File: src/rtl/cpu_pkg.sv
// Shared definitions for the fetch-stage program-counter logic.
//   state_t            : PC generator FSM encoding (BOOT / RUN / HALT)
//   align_bits()       : log2 of the instruction size, i.e. the number of low
//                        target bits that must be zero for an aligned fetch
package cpu_pkg;

   typedef enum logic [1:0] {
      ST_BOOT = 2'd0,
      ST_RUN  = 2'd1,
      ST_HALT = 2'd2
   } state_t;

   // Smallest r with 2**r >= bytes; exact log2 for power-of-two sizes.
   function automatic int align_bits(input int bytes);
      int r;
      r = 0;
      for (int i = 0; i < 31; i++) begin
         if ((1 << i) < bytes) r = i + 1;
      end
      return r;
   endfunction

endpackage

File: src/rtl/pc_incr.sv
// Sequential-address adder for the fetch stage: pc_o = pc_i + INSTR_BYTES,
// wrapping modulo 2**ADDR_WIDTH. Kept as its own block so a faster adder
// structure can replace it without touching the PC control logic.
//   pc_i  in  ADDR_WIDTH  current PC
//   pc_o  out ADDR_WIDTH  PC + INSTR_BYTES
module pc_incr #(
   parameter int ADDR_WIDTH  = 32,
   parameter int INSTR_BYTES = 4
) (
   input  logic [ADDR_WIDTH-1:0] pc_i,
   output logic [ADDR_WIDTH-1:0] pc_o
);

   assign pc_o = pc_i + ADDR_WIDTH'(INSTR_BYTES);

endmodule

File: src/rtl/pc_gen.sv
// Program-counter generator for the fetch stage. Holds the PC, selects the
// next fetch address (pending > jump > branch > sequential), buffers one
// redirect across a stall, supports halt/resume and traps misaligned targets.
//   clk, rst_n                     clock, async active-low reset
//   stall                          hold the PC this cycle
//   branch_taken / branch_target   branch redirect
//   jump / jump_target             jump redirect (beats branch)
//   halt_req / resume              enter / leave HALT
//   pc_addr                        registered fetch address
//   pc_seq                         pc_addr + INSTR_BYTES (combinational)
//   pc_valid                       pc_addr is a fetch to be executed
//   trap / trap_epc                one-cycle misaligned-redirect pulse + target
//   pend_valid                     a redirect is buffered during a stall
//
// state | meaning
// BOOT  | first cycle after reset release, PC held, no fetch
// RUN   | fetching, PC advances unless stalled
// HALT  | PC held, no fetch, redirects ignored until resume
module pc_gen
   import cpu_pkg::*;
#(
   parameter int                    ADDR_WIDTH   = 32,
   parameter int                    INSTR_BYTES  = 4,
   parameter logic [ADDR_WIDTH-1:0] RESET_VECTOR = 'h0000_0000,
   parameter logic [ADDR_WIDTH-1:0] TRAP_VECTOR  = 'h0000_0080
) (
   input  logic                  clk,
   input  logic                  rst_n,
   input  logic                  stall,
   input  logic                  branch_taken,
   input  logic [ADDR_WIDTH-1:0] branch_target,
   input  logic                  jump,
   input  logic [ADDR_WIDTH-1:0] jump_target,
   input  logic                  halt_req,
   input  logic                  resume,
   output logic [ADDR_WIDTH-1:0] pc_addr,
   output logic [ADDR_WIDTH-1:0] pc_seq,
   output logic                  pc_valid,
   output logic                  trap,
   output logic [ADDR_WIDTH-1:0] trap_epc,
   output logic                  pend_valid
);

   localparam int ALIGN_BITS = align_bits(INSTR_BYTES);
   // All-zero when INSTR_BYTES is 1, so no target can ever be misaligned.
   localparam logic [ADDR_WIDTH-1:0] ALIGN_MASK = ADDR_WIDTH'((1 << ALIGN_BITS) - 1);

   state_t                  state_q, state_d;
   logic [ADDR_WIDTH-1:0]   pc_q, pc_d;
   logic                    valid_q, valid_d;
   logic                    pend_valid_q, pend_valid_d;
   logic [ADDR_WIDTH-1:0]   pend_tgt_q, pend_tgt_d;
   logic                    trap_q, trap_d;
   logic [ADDR_WIDTH-1:0]   epc_q, epc_d;

   logic [ADDR_WIDTH-1:0]   pc_seq_w;
   logic                    redir;
   logic [ADDR_WIDTH-1:0]   redir_tgt;
   logic                    apply;
   logic [ADDR_WIDTH-1:0]   apply_tgt;

   pc_incr #(
      .ADDR_WIDTH  (ADDR_WIDTH),
      .INSTR_BYTES (INSTR_BYTES)
   ) u_pc_incr (
      .pc_i (pc_q),
      .pc_o (pc_seq_w)
   );

   assign redir     = jump | branch_taken;
   assign redir_tgt = jump ? jump_target : branch_target;

   always_comb begin
      state_d      = state_q;
      pc_d         = pc_q;
      valid_d      = valid_q;
      pend_valid_d = pend_valid_q;
      pend_tgt_d   = pend_tgt_q;
      trap_d       = 1'b0;
      epc_d        = epc_q;
      apply        = 1'b0;
      apply_tgt    = pc_seq_w;

      case (state_q)
         ST_BOOT: begin
            state_d = ST_RUN;
            valid_d = 1'b1;
         end
         ST_RUN: begin
            if (stall) begin
               // Only the first redirect of a stall window is kept.
               if (redir && !pend_valid_q) begin
                  pend_valid_d = 1'b1;
                  pend_tgt_d   = redir_tgt;
               end
            end else begin
               // A buffered redirect shadows anything arriving this cycle.
               if (pend_valid_q) begin
                  apply        = 1'b1;
                  apply_tgt    = pend_tgt_q;
                  pend_valid_d = 1'b0;
               end else if (redir) begin
                  apply     = 1'b1;
                  apply_tgt = redir_tgt;
               end

               if (apply && ((apply_tgt & ALIGN_MASK) != '0)) begin
                  pc_d   = TRAP_VECTOR;
                  trap_d = 1'b1;
                  epc_d  = apply_tgt;
               end else begin
                  pc_d = apply_tgt;
               end

               // Halt takes effect after this final advance.
               if (halt_req) begin
                  state_d = ST_HALT;
                  valid_d = 1'b0;
               end
            end
         end
         ST_HALT: begin
            if (resume) begin
               state_d = ST_RUN;
               valid_d = 1'b1;
            end
         end
         default: begin
            state_d = ST_BOOT;
            valid_d = 1'b0;
         end
      endcase
   end

   always_ff @(posedge clk or negedge rst_n) begin
      if (!rst_n) begin
         state_q      <= ST_BOOT;
         pc_q         <= RESET_VECTOR;
         valid_q      <= 1'b0;
         pend_valid_q <= 1'b0;
         pend_tgt_q   <= '0;
         trap_q       <= 1'b0;
         epc_q        <= '0;
      end else begin
         state_q      <= state_d;
         pc_q         <= pc_d;
         valid_q      <= valid_d;
         pend_valid_q <= pend_valid_d;
         pend_tgt_q   <= pend_tgt_d;
         trap_q       <= trap_d;
         epc_q        <= epc_d;
      end
   end

   assign pc_addr    = pc_q;
   assign pc_seq     = pc_seq_w;
   assign pc_valid   = valid_q;
   assign trap       = trap_q;
   assign trap_epc   = epc_q;
   assign pend_valid = pend_valid_q;

endmodule

File: config.mk
export PLATFORM = sky130hd
export DESIGN_NAME = pc_gen
export DESIGN_NICKNAME = d
export VERILOG_FILES = /design/src/rtl/cpu_pkg.sv /design/src/rtl/pc_incr.sv /design/src/rtl/pc_gen.sv
export SDC_FILE = /design/constraint.sdc
export NUM_CORES = 1
export LEC_CHECK = 0
export BUFFER_PORTS_ARGS = -buffer_cell sky130_fd_sc_hd__buf_2
export CAP_MARGIN = 10
export CORE_AREA = 2 2 104 106
export DETAILED_ROUTE_END_ITERATION = 8
export DIE_AREA = 0 0 106 108
export GPL_TIMING_DRIVEN = 0
export PLACE_DENSITY = 0.85
export SLEW_MARGIN = 0
export SYNTH_ARGS = -nofsm -noshare
export SYNTH_HDL_FRONTEND = slang
export SYNTH_SLANG_ARGS = --single-unit
File: constraint.sdc
create_clock -name clk -period 4 [get_ports clk]
set_input_delay 0.8 -clock clk [delete_from_list [all_inputs] [get_ports clk]]
set_output_delay 0.8 -clock clk [all_outputs]
set_load 0.005 [all_outputs]
==> impl_metrics.yaml <==
sta:
  finalSetupViolations: 0
  tightest_slew_ps: 1250
  fin_tns_setup_ps: 0
  skew_ps: 15.7
  hold_viol_final: 0
  fin_crit_sh_pct: 90.4
  rsz0062_at_grt: "no"
  fmax_mhz: 276
  slew_violations: 0
  relSlewSlack_pct: 15.8
  period_needed_ps: 3620
logic_synthesis:
  yosysTopAreaCell: "dfrtp_1"
  synth_nets: 702
  syn_inst: 630
  ys_top_cells_by_area: "dfrtp_1 (44%), o21ai_0 (8.5%), nand2_1 (6.5%)"
  seq_area_frac_synth_pct: 44.0
  yosysWarnings: 0
  syn_area_mm2: 0.00569
  synthTopCellsByCount: "dfrtp_1 (100), nand2_1 (99), o21ai_0 (97)"
  avgSynthCellArea_um2: 9.03
  synth_edf_count: 0
  synth_most_common_cell: "dfrtp_1"
  synth_top_area_share_pct: 44.0
  ys_seq_elements: 100
  async_reset_ff_share_pct: 100
  synth_ff_type: "dfrtp_1"
  yosysUniqueCellTypes: 64
global_routing:
  grt_max_degree: 60
  grt_remaining_overflow: 0
  antenna_found_initial: 0
  grt_first_pass_wirelength_um: 29400
  track_usage_pct: 33.4
  first_global_vias: 5416
power:
  p_per_area_mw_per_mm2: 636
  ir_drop_mv: 0.281
  p_int_w: 0.00254
  p_seq_share_pct: 41.9
  pwr-share-clk_pct: 15.7
  switching_share_pct: 42.5
  power.switching_w: 0.00187
  power.leakage_nw: 3.41
  pwr-share-comb_pct: 42.4
place:
  post-dp-hpwl_um: 14200
  gp_congestion: 0.930
  place_inst: 936
  port_buffers: 169
worst_setup_path:
  critPathLaunchType: "flip-flop"
  criticalPathCategory: "flip-flop to output pin"
  r2r_slack_ps: 1260
  path_max_fanout: 8
  cpPeakStageDelay_ps: 870
  worst_ep_arrival_time_ps: 2820
  end_kind: "output pin"
  r2r_cells: 7
  path_cells: "nand4_1 -> nor4_1 -> nand2_1 -> nor2_1 -> xor2_1 -> buf_2"
  required_ps: 3200
  cpMaxStageDelayCell: "nor4_1"
clock_tree:
  path_clk_slew_ps: 110
  clk_latency_ps: 380
  cts_tree: "yes"
  htreeDepth: 3
  cts_root_buffer: "clkbuf_8"
  postCtsSetupBuffers: 0
  cts_buffers: 9
  ctsResizeCount: 0
  cts_sinks: 100
  cts_buffer_depth: 2
  cts_hold_buf: 0
cells_and_area:
  seqCellArea_mm2: 0.00250
  drive_gt1_share_pct: 26.8
  layoutNonFillerInstCount: 952
  insertedDiodeCount: 0
  final_nets: 883
  multiInputGateArea_mm2: 0.00293
  fillers: 850
  area_delta_synth_final_pct: 22.0
drt:
  drtIter0Drc: 568
  routed_via_density: 6.20
  wl_per_cell_um: 19.9
  wl_um: 18900
  vias: 5898
  dr.pass1.iters: 5
  drc: 0
  antenna_left: 0
die:
  die_h_um: 108
  die_w_um: 106
  rows: 37
  initial_core_util_pct: 55.6
  ios: 170
  die_area_mm2: 0.0114
  fp.coreArea_mm2: 0.0102
min_path:
  hold_path.class: "input port to async pin"
run_status:
  status: "complete, no violations"
run:
  drv_cap: 0
==> kinds of logic (layout without fill, tap and decap cells) <==
family | count (synthesis) | after routing | synth area share (%)
AOI/OAI and AO/OA | 195 | 195 | 21.6
xor gates and xnor gates | 27 | 27 | 4.16
adders and majority gates | 1 | 1 | 0.220
buffers and inverters | 62 | 248 | 4.49
DFF | 100 | 100 | 44.0
muxes | 43 | 43 | 7.74
and+or+nand+nor | 202 | 202 | 17.8
==> stage by stage <==
step | setup slack [ps] | area [µm²] | hold slack (ps) | util, % | total power, W
after detailed placement | 849 | 6740 | 468 | 65.8 | 0.00369
final | 382 | 6940 | 392 | 67.8 | 0.00441
after global routing | 77.4 | 6940 | 444 | 67.8 | 0.00469
after global placement | 901 | 6710 | 457 | 65.5 | 0.00361
after floorplan | 1370 | 5690 | 441 | - | 0.00277
after CTS | 420 | 6940 | 415 | 67.8 | 0.00437
==> power by group through the flow <==
stage,sequential (W),clock (W),combinational (W)
final,0.00185,0.000692,0.00187
after global routing,0.00191,0.000731,0.00205
after global placement,0.00183,0,0.00178
after floorplan,0.00180,0,0.000972
after detailed placement,0.00186,0,0.00184
after CTS,0.00183,0.000694,0.00185
==> registers in the layout (all words and copies together) (netlist names) <==
name,count
pc_valid,1
pc_addr,32
trap,1
pend_valid,1
state_q,1
pend_tgt_q,32
trap_epc,32
==> cells in the final DEF, fill, tap and decap left out, types with 8 or more instances in the layout <==
cell type	synthesis	layout
xor2_1	15	15
o21ai_0	97	97
a22oi_1	15	15
a21oi_1	19	19
o2bb2ai_1	9	9
buf_2	6	174
nor2_1	28	28
nor4_1	8	8
nor3_1	8	8
clkbuf_1	36	36
clkbuf_8	0	9
nand4_1	8	8
dfrtp_1	100	100
xnor2_1	12	12
a221o_1	8	8
nand3_1	13	13
nand2_1	99	99
inv_1	10	10
mux2_2	8	8
mux2i_1	35	35
==> layer usage <==
| layer | up-vias | share of wire [%] | global-route usage [%] |
|---|---|---|---|
| li1 | 2640 | - | - |
| met1 | 2809 | 41 | 47.5 |
| met2 | 407 | 47 | 53.9 |
| met3 | 42 | 10 | 4.22 |
| met4 | 0 | 2.4 | 10.8 |
| met5 | - | 0 | 0 |
==> final cells by class <==
type / instances / area share, %
Multi-Input combinational cell: 468 / 42.2
Clock buffer: 9 / 1.78
Inverter: 11 / 0.595
Sequential cell: 100 / 36.1
Buffer: 51 / 3.08
Timing Repair Buffer: 170 / 12.6
Tap cell: 136 / 2.45
Clock inverter: 7 / 1.17
==> path summary, 6_finish.rpt <==
check                                end          from
max in group asynchronous    pc_addr[13]         rst_n
setup reg to reg             trap_epc[8]    pend_valid
setup / recovery              pc_seq[23]    pc_addr[4]
hold / removal             pend_tgt_q[3]         rst_n
min in group clk            trap_epc[19]  trap_epc[19]
hold reg to reg             trap_epc[19]  trap_epc[19]
==> worst max-delay path: cells and delay by family, from the launching register on <==
family	cells	cell delay (ps)
buf+inv	1	140
xor+xnor	1	180
simple gates	4	1600
flops	1	510
Note: power is estimated with default switching activity, not from simulation.
